<file path="config.mk">
export PLATFORM = sky130hd
export DESIGN_NAME = out_capture
export DESIGN_NICKNAME = d
export VERILOG_FILES = /design/src/rtl/out_capture.sv
export SDC_FILE = /design/constraint.sdc
export NUM_CORES = 1
export LEC_CHECK = 0
export CORE_MARGIN = 8
export CORE_UTILIZATION = 30
export CTS_BUF_LIST = sky130_fd_sc_hd__clkbuf_8
export DETAILED_ROUTE_END_ITERATION = 7
export SYNTH_ARGS = -nofsm -noshare
export SYNTH_HDL_FRONTEND = slang
export SYNTH_SLANG_ARGS = --single-unit
</file>
<file path="constraint.sdc">
create_clock -name clk -period 3.7 [get_ports clk]
set_input_delay 0.555 -clock clk [delete_from_list [all_inputs] [get_ports clk]]
set_output_delay 0.555 -clock clk [all_outputs]
set_load 0.005 [all_outputs]
</file>
<file path="src/rtl/out_capture.sv">
// Stream-to-memory capture: a 4-deep FIFO decouples s_valid/s_ready from mem_we/mem_ready. Words reach mem_we one cycle after acceptance.
// A full FIFO drops s_ready unless the head pops the same cycle. `define CAPTURE_CHECKSUM_EN to add an XOR checksum output.
module out_capture #(
  parameter int DATA_W  = 32,
  parameter int ADDR_W  = 10,
  parameter int CAP_LEN = 1024
) (
  input  logic              clk,
  input  logic              reset,
  input  logic              start,
  input  logic              s_valid,
  input  logic [DATA_W-1:0] s_data,
  input  logic              s_last,
  output logic              s_ready,
  output logic              mem_we,
  output logic [ADDR_W-1:0] mem_addr,
  output logic [DATA_W-1:0] mem_wdata,
  input  logic              mem_ready,
  output logic              done,
  output logic [ADDR_W:0]   word_count
`ifdef CAPTURE_CHECKSUM_EN
  ,
  output logic [DATA_W-1:0] checksum
`endif
);

  typedef enum logic [1:0] {ST_IDLE, ST_CAPTURE, ST_DRAIN, ST_DONE} state_t;

  localparam logic [ADDR_W:0] CAP_MAX = (ADDR_W+1)'(CAP_LEN);
  localparam logic [ADDR_W:0] CNT_ONE = (ADDR_W+1)'(1);

  state_t            state_q, state_d;
  logic [DATA_W-1:0] fifo_q [4];
  logic [DATA_W-1:0] fifo_d [4];
  logic [1:0]        wr_ptr_q, wr_ptr_d, rd_ptr_q, rd_ptr_d;
  logic [2:0]        cnt_q, cnt_d;
  logic [ADDR_W:0]   acc_q, acc_d, wc_q, wc_d;
  logic              done_q, done_d;
  logic              fifo_empty, fifo_full, push, pop, go_capture;
  logic [DATA_W-1:0] head;

  assign fifo_empty = (cnt_q == 3'd0);
  assign fifo_full  = (cnt_q == 3'd4);
  assign head       = fifo_q[rd_ptr_q];
  assign pop        = !fifo_empty && mem_ready;
  // A popping head frees a slot in the same cycle, so a full FIFO can still accept.
  assign s_ready    = (state_q == ST_CAPTURE) && (!fifo_full || pop) && (acc_q < CAP_MAX);
  assign push       = s_valid && s_ready;
  assign go_capture = start && ((state_q == ST_IDLE) || (state_q == ST_DONE));

  assign mem_we     = !fifo_empty;
  assign mem_addr   = wc_q[ADDR_W-1:0];
  assign mem_wdata  = fifo_empty ? '0 : head;
  assign done       = done_q;
  assign word_count = wc_q;

  always_comb begin
    state_d  = state_q;
    fifo_d   = fifo_q;
    wr_ptr_d = wr_ptr_q;
    rd_ptr_d = rd_ptr_q;
    acc_d    = acc_q;
    wc_d     = wc_q;
    done_d   = done_q;
    if (push) begin
      fifo_d[wr_ptr_q] = s_data;
      wr_ptr_d         = wr_ptr_q + 2'd1;
      acc_d            = acc_q + CNT_ONE;
    end
    if (pop) begin
      rd_ptr_d = rd_ptr_q + 2'd1;
      wc_d     = wc_q + CNT_ONE;
    end
    case ({push, pop})
      2'b10:   cnt_d = cnt_q + 3'd1;
      2'b01:   cnt_d = cnt_q - 3'd1;
      default: cnt_d = cnt_q;
    endcase
    case (state_q)
      ST_CAPTURE: if (push && (s_last || (acc_d == CAP_MAX))) state_d = ST_DRAIN;
      ST_DRAIN: begin
        if (cnt_d == 3'd0) begin
          state_d = ST_DONE;
          done_d  = 1'b1;
        end
      end
      default: ;
    endcase
    if (go_capture) begin
      state_d  = ST_CAPTURE;
      wr_ptr_d = '0;
      rd_ptr_d = '0;
      cnt_d    = '0;
      acc_d    = '0;
      wc_d     = '0;
      done_d   = 1'b0;
    end
  end

  always_ff @(posedge clk or negedge reset) begin
    if (!reset) begin
      state_q  <= ST_IDLE;
      for (int i = 0; i < 4; i++) fifo_q[i] <= '0;
      wr_ptr_q <= '0;
      rd_ptr_q <= '0;
      cnt_q    <= '0;
      acc_q    <= '0;
      wc_q     <= '0;
      done_q   <= 1'b0;
    end else begin
      state_q  <= state_d;
      fifo_q   <= fifo_d;
      wr_ptr_q <= wr_ptr_d;
      rd_ptr_q <= rd_ptr_d;
      cnt_q    <= cnt_d;
      acc_q    <= acc_d;
      wc_q     <= wc_d;
      done_q   <= done_d;
    end
  end

`ifdef CAPTURE_CHECKSUM_EN
  logic [DATA_W-1:0] cksum_q, cksum_d;

  always_comb begin
    cksum_d = cksum_q;
    if (go_capture) cksum_d = '0;
    else if (pop)   cksum_d = cksum_q ^ head;
  end

  always_ff @(posedge clk or negedge reset) begin
    if (!reset) cksum_q <= '0;
    else        cksum_q <= cksum_d;
  end

  assign checksum = cksum_q;
`endif

endmodule

</file>
==> flow_summary_export.csv, run 1 <==
group,metric,value,unit
outcome,status,"finished, final reports clean",
placement,port_buffers,93,
floorplanning,die-area,31000,um2
timing,post-route-period-util,85.2,%
clocking,ctsHoldBuffers,0,
timing,drv_slew,0,
routing,wl_per_cell,18.2,um
floorplanning,start_util,30.5,%
clocking,htree_levels,4,
synthesis,yosysWarnings,0,
clocking,clock_path_buffers,2,
setup_path,cp.required,3.14,ns
setup_path,max_stage_delay,0.87,ns
setup_path,worst_setup_path_end_kind,"output port",
global_routing,grt_max_degree,93,
final_layout,drive_above_1_share,33.9,%
global_routing,grt_pass1_vias,5387,
timing,setup_violations,0,
final_layout,final_cells,982,
synthesis,ys_types,48,
clocking,cts_setup_buffers,0,
synthesis,yosysSeqAreaShare,52.1,%
clocking,cts_tree,"built",
synthesis,synth-edff-count,0,
global_routing,grt_usage,12.1,%
routing,post-route-drc-count,0,
synthesis,syn_nets,602,
setup_path,crit_fanout,33,
clocking,clk_latency,0.45,ns
timing,fin_crit,3.15,ns
routing,drt_iter0_markers,220,
synthesis,yosysTopAreaCell,"dfrtp_1",
timing,slew_headroom,52.0,%
timing,tns,0,ns
power_and_ir_drop,vdd_ir_drop_max,0.339,mV
setup_path,critPathLaunchType,"register",
synthesis,post-synth-top-count-cell,"dfrtp_1",
global_routing,grt_overflow,0,
final_layout,diodes,0,
synthesis,netlist_top_cells_count,"dfrtp_1, mux2_2, and2_1, nor2_1, mux4_2",
placement,hpwlAfterDp,11.6,mm
clocking,numCtsBuffers,17,
placement,dp.cells,950,
clocking,cts-resized-gates,0,
routing,vias,4761,
synthesis,synth_ff_type,"dfrtp_1",
synthesis,avgSynthCellArea,13.9,um2
synthesis,async_reset_ff_share,100,%
routing,routed_wl,17.9,mm
setup_path,crit_start,"cnt_q[0]",
final_layout,area_growth,20.9,%
run,cap_violations,0,
routing,ant_nets,0,
floorplanning,coreArea,25200,um2
setup_path,slowest_stage,"or3_2",
global_routing,grt_pass1_wl,29.3,mm
synthesis,synth_cells,553,
setup_path,crit_chain,"or3_2 > and2_1 > clkdlybuf4s50_1",
timing,setup_slack,0.546,ns
synthesis,syn_area,7690,um2
placement,place_congestion,0.773,
setup_path,r2r-start,"cnt_q[0]",
placement,place_area,8920,um2
floorplanning,ios,94,
final_layout,fin_area,9290,um2
placement,dp_slack,0.218,ns
power_and_ir_drop,p_leak,4.00,nW
min_path,hp-class,"input pin to asynchronous set/reset pin",
final_layout,fin_nets,688,
floorplanning,rows,58,
routing,vias_per_cell,4.85,
timing,grt_setup_unrepaired,"no",
timing,tightest_slew,0.720,ns
setup_path,crit_type,"register to output port",
floorplanning,die_h,176,um
timing,finalHoldViolations,0,
routing,drtPass1Iterations,4,
synthesis,synth_seq_cells,160,
setup_path,r2r_slack,0.66,ns
timing,skew,0.0161,ns
clocking,cts.sinks,160,
setup_path,worstReg2RegEnd,"state_q[0]",
clocking,cts-root-buf,"clkbuf_8",
global_routing,antenna_found_initial,0,
synthesis,synthTopCellsByArea,"dfrtp_1, mux2_2, mux4_2",
setup_path,ff2ff_path_depth,10,
power_and_ir_drop,p_per_area,767,nW/um2
setup_path,worst_ep_arrival_time,2.60,ns
timing,fmax,0.317,GHz
clocking,clkTransAtPathRegs,0.10,ns
floorplanning,dieWidth,176,um
setup_path,cp-endpoint,"mem_wdata[30]",
timing,whs,0.0807,ns
synthesis,synth_top_area_share,52.1,%
==> cell type report <==
class | instances | area [um2]
fill | 2391 | 15900
sequential | 160 | 4010
multi-input combinational | 345 | 3420
timing repair buffer | 107 | 1050
tap | 330 | 413
clock buffer | 18 | 248
clock inverter | 14 | 129
inverter | 8 | 30.0
==> how the worst min path moves through the flow <==
stage | from | end | slack [ns]
2_1_floorplan | reset | acc_q[0] | 0.26
3_3_place_gp | fifo_q[37] | fifo_q[37] | 0.48
3_5_place_dp | fifo_q[47] | fifo_q[47] | 0.49
4_1_cts | reset | word_count[8] | 0.09
5_1_grt | reset | state_q[0] | 0.1
6_report | reset | state_q[0] | 0.08
==> metrics by stage <==
step,util [%],total power [W]
6_report,36.9,0.00713
5_1_grt,36.9,0.00766
4_1_cts,36.9,0.00727
3_5_place_dp,35.4,0.00599
3_3_place_gp,35.4,0.00581
2_1_floorplan,-,0.00473
==> routing by layer <==
layer / global-route usage, % / vias to the layer above / share of wire (%)
li1: - / 2155 / -
met1: 13.7 / 2493 / 42
met2: 21.5 / 95 / 52
met3: 3.18 / 18 / 4.5
met4: 4.20 / 0 / 1.4
met5: 0 / - / 0
==> where the power goes <==
group | internal (W) | switching, W
clock network | 0.000559 | 0.000685
registers | 0.00247 | 0.000424
logic | 0.00185 | 0.00114
==> cells by family after synthesis <==
logic type / synth area share (%)
compound gates: 2.29
mux: 28.6
buf+inv: 3.60
fa+ha+maj: 1.89
simple gates: 8.77
flops: 52.1
xor+xnor: 2.73
==> layout by cell type (no fill, tap or decap), drive strengths merged, types with 6 or more instances in the layout <==
| master | synthesis | final |
|---|---|---|
| clkbuf | 13 | 18 |
| clkdlybuf4s50 | 0 | 92 |
| nor3 | 6 | 6 |
| nand2 | 14 | 14 |
| mux2 | 128 | 128 |
| mux4 | 32 | 32 |
| nor2 | 34 | 34 |
| and2 | 33 | 33 |
| ha | 10 | 10 |
| nand3 | 8 | 8 |
| dfrtp | 160 | 160 |
| buf | 26 | 15 |
| xor2 | 13 | 13 |
| inv | 8 | 15 |
| xnor2 | 11 | 11 |
==> critical path: cells and delay by family, from the launching register on <==
kind                   cells  cell delay, ns
flip-flops                 1            0.50
AND/OR/NAND/NOR            2            1.18
buffers and inverters      1            0.47
==> registers in the layout, indices dropped and copies added (netlist names) <==
| register | count |
|---|---|
| fifo_q | 128 |
| done | 1 |
| cnt_q | 3 |
| rd_ptr_q | 2 |
| wr_ptr_q | 2 |
| state_q | 2 |
| acc_q | 11 |
| word_count | 11 |
(Power assumes the default switching activity.)
==> inputs of run 2 (changes only) <==
--- a/config.mk
+++ b/config.mk
@@ -6,9 +6,10 @@
 export NUM_CORES = 1
 export LEC_CHECK = 0
 export CORE_MARGIN = 8
-export CORE_UTILIZATION = 30
+export CORE_UTILIZATION = 42
 export CTS_BUF_LIST = sky130_fd_sc_hd__clkbuf_8
 export DETAILED_ROUTE_END_ITERATION = 7
+export PLACE_DENSITY = 0.6
 export SYNTH_ARGS = -nofsm -noshare
 export SYNTH_HDL_FRONTEND = slang
 export SYNTH_SLANG_ARGS = --single-unit
==> flow_summary_export.csv, run 2 (same netlist as run 1, synthesis figures left out) <==
group,metric,value,unit
final_layout,area_growth,20.4,%
global_routing,grt_pass1_wl,27.0,mm
clocking,htree_levels,4,
timing,whs,0.167,ns
placement,hpwlAfterDp,10.7,mm
setup_path,crit_fanout,33,
routing,vias_per_cell,5.30,
placement,port_buffers,93,
final_layout,multiInputGateArea,3420,um2
final_layout,final_cell_mix,"dfrtp_1, mux2_2, clkdlybuf4s50_1",
power_and_ir_drop,p_leak,4.04,nW
setup_path,crit_start,"cnt_q[0]",
floorplanning,rows,49,
setup_path,r2r_slack,0.80,ns
floorplanning,ios,94,
floorplanning,coreArea,18000,um2
floorplanning,die-area,22900,um2
floorplanning,start_util,42.8,%
routing,routed_wl,16.4,mm
setup_path,ff2ff_path_depth,10,
final_layout,drive_above_1_share,33.6,%
placement,place_congestion,0.805,
timing,grt_setup_unrepaired,"no",
setup_path,critPathLaunchType,"register",
global_routing,antenna_found_initial,0,
clocking,cts-resized-gates,0,
timing,fmax,0.320,GHz
final_layout,fin_nets,688,
clocking,cts.sinks,160,
setup_path,worstReg2RegEnd,"state_q[0]",
timing,post-route-period-util,84.4,%
global_routing,grt_max_degree,87,
setup_path,cp-endpoint,"mem_wdata[0]",
outcome,status,"finished, final reports clean",
final_layout,n_fill_cell,1563,
min_path,hp-class,"input pin to asynchronous set/reset pin",
setup_path,worst_ep_arrival_time,2.57,ns
routing,drt_iter0_markers,194,
routing,wl_per_cell,18.6,um
timing,setup_violations,0,
final_layout,regMostFlops,"fifo_q",
power_and_ir_drop,p_per_area,780,nW/um2
timing,fin_crit,3.12,ns
clocking,clk_latency,0.44,ns
routing,vias,4667,
clocking,clkTransAtPathRegs,0.08,ns
setup_path,crit_type,"register to output port",
final_layout,largest_reg_flops,128,
timing,skew,0.00901,ns
clocking,cts_setup_buffers,0,
clocking,numCtsBuffers,17,
final_layout,seq_area,4010,um2
floorplanning,die_h,151,um
setup_path,r2r-start,"cnt_q[0]",
clocking,clock_path_buffers,2,
routing,ant_nets,0,
timing,slew_headroom,42.2,%
global_routing,grt_usage,15.3,%
timing,drv_slew,0,
global_routing,grt_overflow,0,
clocking,cts_tree,"built",
timing,setup_slack,0.577,ns
routing,post-route-drc-count,0,
clocking,ctsHoldBuffers,0,
final_layout,final_common_cell,"dfrtp_1",
timing,tightest_slew,0.859,ns
timing,tns,0,ns
global_routing,grt_pass1_vias,5147,
final_layout,diodes,0,
clocking,cts-root-buf,"clkbuf_8",
placement,dp_slack,0.389,ns
setup_path,cp.required,3.14,ns
setup_path,worst_setup_path_end_kind,"output port",
run,cap_violations,0,
routing,drtPass1Iterations,4,
power_and_ir_drop,vdd_ir_drop_max,0.313,mV
floorplanning,dieWidth,151,um
timing,finalHoldViolations,0,
run 2: worst min-delay path by stage:
stage | from | end | slack, ns | depth (start not counted)
finish | reset | fifo_q[105] | 0.17 | 1
global route | reset | fifo_q[105] | 0.21 | 1
CTS | reset | fifo_q[105] | 0.18 | 1
detailed placement | fifo_q[49] | fifo_q[49] | 0.49 | 1
global placement | fifo_q[55] | fifo_q[55] | 0.48 | 1
floorplan | reset | acc_q[0] | 0.26 | 0
run 2: worst max-delay path, stage by stage, from the launching register on:
cell and delay [ns]:
dfrtp_1 0.49, or3_2 0.87, and2_1 0.29, clkdlybuf4s50_1 0.46
run 2: through the flow:
stage          utilization [%]  power, W  area [um2]  std cells
6_report                  51.5   0.00722        9260        880
5_1_grt                   51.5   0.00774        9260        880
4_1_cts                   51.5   0.00736        9260        880
3_5_place_dp              49.1   0.00594        8830        849
3_3_place_gp              49.1   0.00582        8830        849
2_1_floorplan                -   0.00473        7690        553
run 2: cell type report:
cell class                      count  share of cell area (%)
Inverter                            8                   0.324
Tap cell                          229                    3.10
Sequential cell                   160                    43.3
Clock buffer                       19                    2.83
Clock inverter                     12                    1.80
Timing Repair Buffer              107                    11.7
Multi-Input combinational cell    345                    36.9
run 2: routing by layer:
metal  vias up  global-route usage [%]  wire length (um)
li1       2142                       -                 -
met1      2415                    19.5              7440
met2        95                    25.2              8030
met3        15                    3.65               672
met4         0                    4.90               218
met5         -                       0                 0
run 2: power by group:
| part | switching (W) | total, W | internal (W) |
|---|---|---|---|
| clock network | 0.000626 | 0.00139 | 0.000761 |
| logic | 0.00108 | 0.00294 | 0.00186 |
| registers | 0.000423 | 0.00290 | 0.00247 |
==> inputs of run 3 (changes only) <==
--- a/config.mk
+++ b/config.mk
@@ -9,7 +9,7 @@
 export CORE_UTILIZATION = 42
 export CTS_BUF_LIST = sky130_fd_sc_hd__clkbuf_8
 export DETAILED_ROUTE_END_ITERATION = 7
-export PLACE_DENSITY = 0.6
+export PLACE_DENSITY = 0.62
 export SYNTH_ARGS = -nofsm -noshare
 export SYNTH_HDL_FRONTEND = slang
 export SYNTH_SLANG_ARGS = --single-unit
==> constraint.sdc (replaced) <==
create_clock -name clk -period 2.6 [get_ports clk]
set_input_delay 0.39 -clock clk [delete_from_list [all_inputs] [get_ports clk]]
set_output_delay 0.39 -clock clk [all_outputs]
set_load 0.005 [all_outputs]
==> flow_summary_export.csv, run 3 (same netlist as run 1, synthesis figures left out) <==
group,metric,value,unit
final_layout,diodes,0,
power_and_ir_drop,combPwrFrac,44.9,%
setup_path,worst_setup_path_end_kind,"register",
placement,port_buffers,93,
setup_path,worst_ep_arrival_time,2.93,ns
timing,skew,0.0131,ns
timing,slew_headroom,42.4,%
floorplanning,start_util,42.8,%
global_routing,grtUsageMet2,25.2,%
clocking,htree_levels,4,
clocking,ctsHoldBuffers,0,
power_and_ir_drop,intPower,0.00739,W
routing,drtPass1Iterations,4,
min_path,hp-class,"input pin to asynchronous set/reset pin",
final_layout,final_cell_mix,"dfrtp_1, mux2_2, clkdlybuf4s50_1",
power_and_ir_drop,vdd_ir_drop_max,0.486,mV
timing,fin_crit,2.56,ns
final_layout,final_core_util,54.1,%
floorplanning,die-area,22900,um2
global_routing,grt_usage,15.4,%
placement,place_congestion,0.805,
floorplanning,die_h,151,um
timing,drv_slew,0,
setup_path,cp.required,2.97,ns
timing,setup_slack,0.0396,ns
final_layout,fin_nets,722,
global_routing,grt_pass1_vias,5111,
final_layout,regMostFlops,"fifo_q",
power_and_ir_drop,p_per_area,1100,nW/um2
placement,dp_slack,-0.287,ns
routing,vias,4788,
setup_path,slowest_stage,"fa_2",
clocking,cts.sinks,160,
floorplanning,rows,49,
routing,wl_per_cell,18.7,um
global_routing,grt_max_degree,161,
routing,ant_nets,0,
timing,setup_violations,0,
timing,whs,0.0642,ns
global_routing,met1_usage,19.4,%
setup_path,worstReg2RegEnd,"state_q[0]",
clocking,cts-root-buf,"clkbuf_8",
setup_path,crit_type,"register to register",
timing,post-route-period-util,98.5,%
floorplanning,dieWidth,151,um
routing,vias_per_cell,5.23,
setup_path,ff2ff_path_depth,11,
global_routing,grt_overflow,0,
final_layout,n_fill_cell,1505,
final_layout,final_common_cell,"dfrtp_1",
setup_path,max_stage_delay,0.46,ns
global_routing,busiest_layer,"met2",
global_routing,grt_pass1_wl,27.0,mm
final_layout,final_cells,915,
clocking,cts_tree,"built",
final_layout,area_growth,26.3,%
final_layout,multiInputGateArea,3520,um2
power_and_ir_drop,p_leak,4.42,nW
final_layout,largest_reg_flops,128,
power_and_ir_drop,power_frac_clock,17.4,%
run,cap_violations,0,
floorplanning,coreArea,18000,um2
routing,post-route-drc-count,0,
placement,dp.cells,861,
routing,routed_wl,17.1,mm
clocking,clkTransAtPathRegs,0.09,ns
placement,hpwlAfterDp,10.4,mm
floorplanning,ios,94,
setup_path,critPathLaunchType,"register",
clocking,clk_latency,0.45,ns
timing,finalHoldViolations,0,
power_and_ir_drop,p_seq_share,37.7,%
clocking,clock_path_buffers,2,
global_routing,use_met3,4.63,%
setup_path,r2r_slack,0.04,ns
clocking,numCtsBuffers,17,
timing,tightest_slew,0.864,ns
timing,fmax,0.391,GHz
timing,grt_setup_unrepaired,"yes",
routing,drt_iter0_markers,178,
outcome,status,"finished, final reports clean",
global_routing,antenna_found_initial,1,
final_layout,seq_area,4010,um2
setup_path,r2r-start,"cnt_q[0]",
power_and_ir_drop,p_sw_share,31.1,%
setup_path,crit_fanout,5,
power_and_ir_drop,p_sw,0.00334,W
timing,tns,0,ns
final_layout,drive_above_1_share,39.5,%
setup_path,crit_chain,"buf_6 > nor4b_4 > nor2_4 > inv_2 > ha_4 > fa_2 > nor3b_4 > o2111ai_4 > a22oi_2 > o32ai_1 > nor3_1",
-- run 3: cell type report --
| cell class | instances | share of cell area [%] |
|---|---|---|
| tap | 229 | 2.95 |
| clock inverter | 14 | 1.60 |
| multi-input combinational | 345 | 36.2 |
| clock buffer | 18 | 2.55 |
| sequential | 160 | 41.3 |
| inverter | 8 | 0.309 |
| timing repair buffer | 141 | 15.1 |
-- run 3: through the flow --
stage,total power [W],cell area [um2]
floorplan,0.00677,7720
global placement,0.00842,8980
detailed placement,0.00860,8980
CTS,0.0106,9530
global route,0.0115,9710
finish,0.0107,9710
-- run 3: worst max path at each step --
stage / startpoint / slack, ns / to / cells past startpoint
floorplan: state_q[1] / 0.0008 / state_q[0] / 13
global placement: s_valid / -0.17 / state_q[0] / 12
detailed placement: mem_ready / -0.29 / state_q[0] / 11
CTS: rd_ptr_q[0] / -0.10 / mem_wdata[6] / 5
global route: cnt_q[0] / -0.08 / state_q[1] / 11
finish: cnt_q[0] / 0.04 / state_q[0] / 11
-- run 3: repair_timing --
action | CTS | global route
cloned | 3 | 0
pin swaps | 0 | 10
buffers inserted | 7 | 12
resized for setup | 38 | 22
setup endpoints to repair | 33 | 8
-- run 3: metal layers --
layer	up-vias	part of all wire, %
met5	-	0
li1	2219	-
met3	16	5.1
met4	0	0.94
met1	2460	45
met2	93	49
-- run 3: worst max-delay path, delay by kind of cell, from the launching register on --
kind | cells | cell delay (ns)
adder cells (fa/ha/maj) | 2 | 0.61
flip-flops | 1 | 0.42
buffers and inverters | 2 | 0.21
AND/OR/NAND/NOR | 4 | 0.81
AO/OA/AOI/OAI | 3 | 0.42
-- run 3: power by group through the flow --
| stage | logic, W | clock network (W) | registers, W |
|---|---|---|---|
| after floorplan | 0.00285 | 0 | 0.00392 |
| final | 0.00482 | 0.00186 | 0.00404 |
| after global placement | 0.00439 | 0 | 0.00403 |
| after CTS | 0.00464 | 0.00193 | 0.00405 |
| after detailed placement | 0.00448 | 0 | 0.00412 |
| after global routing | 0.00525 | 0.00205 | 0.00418 |
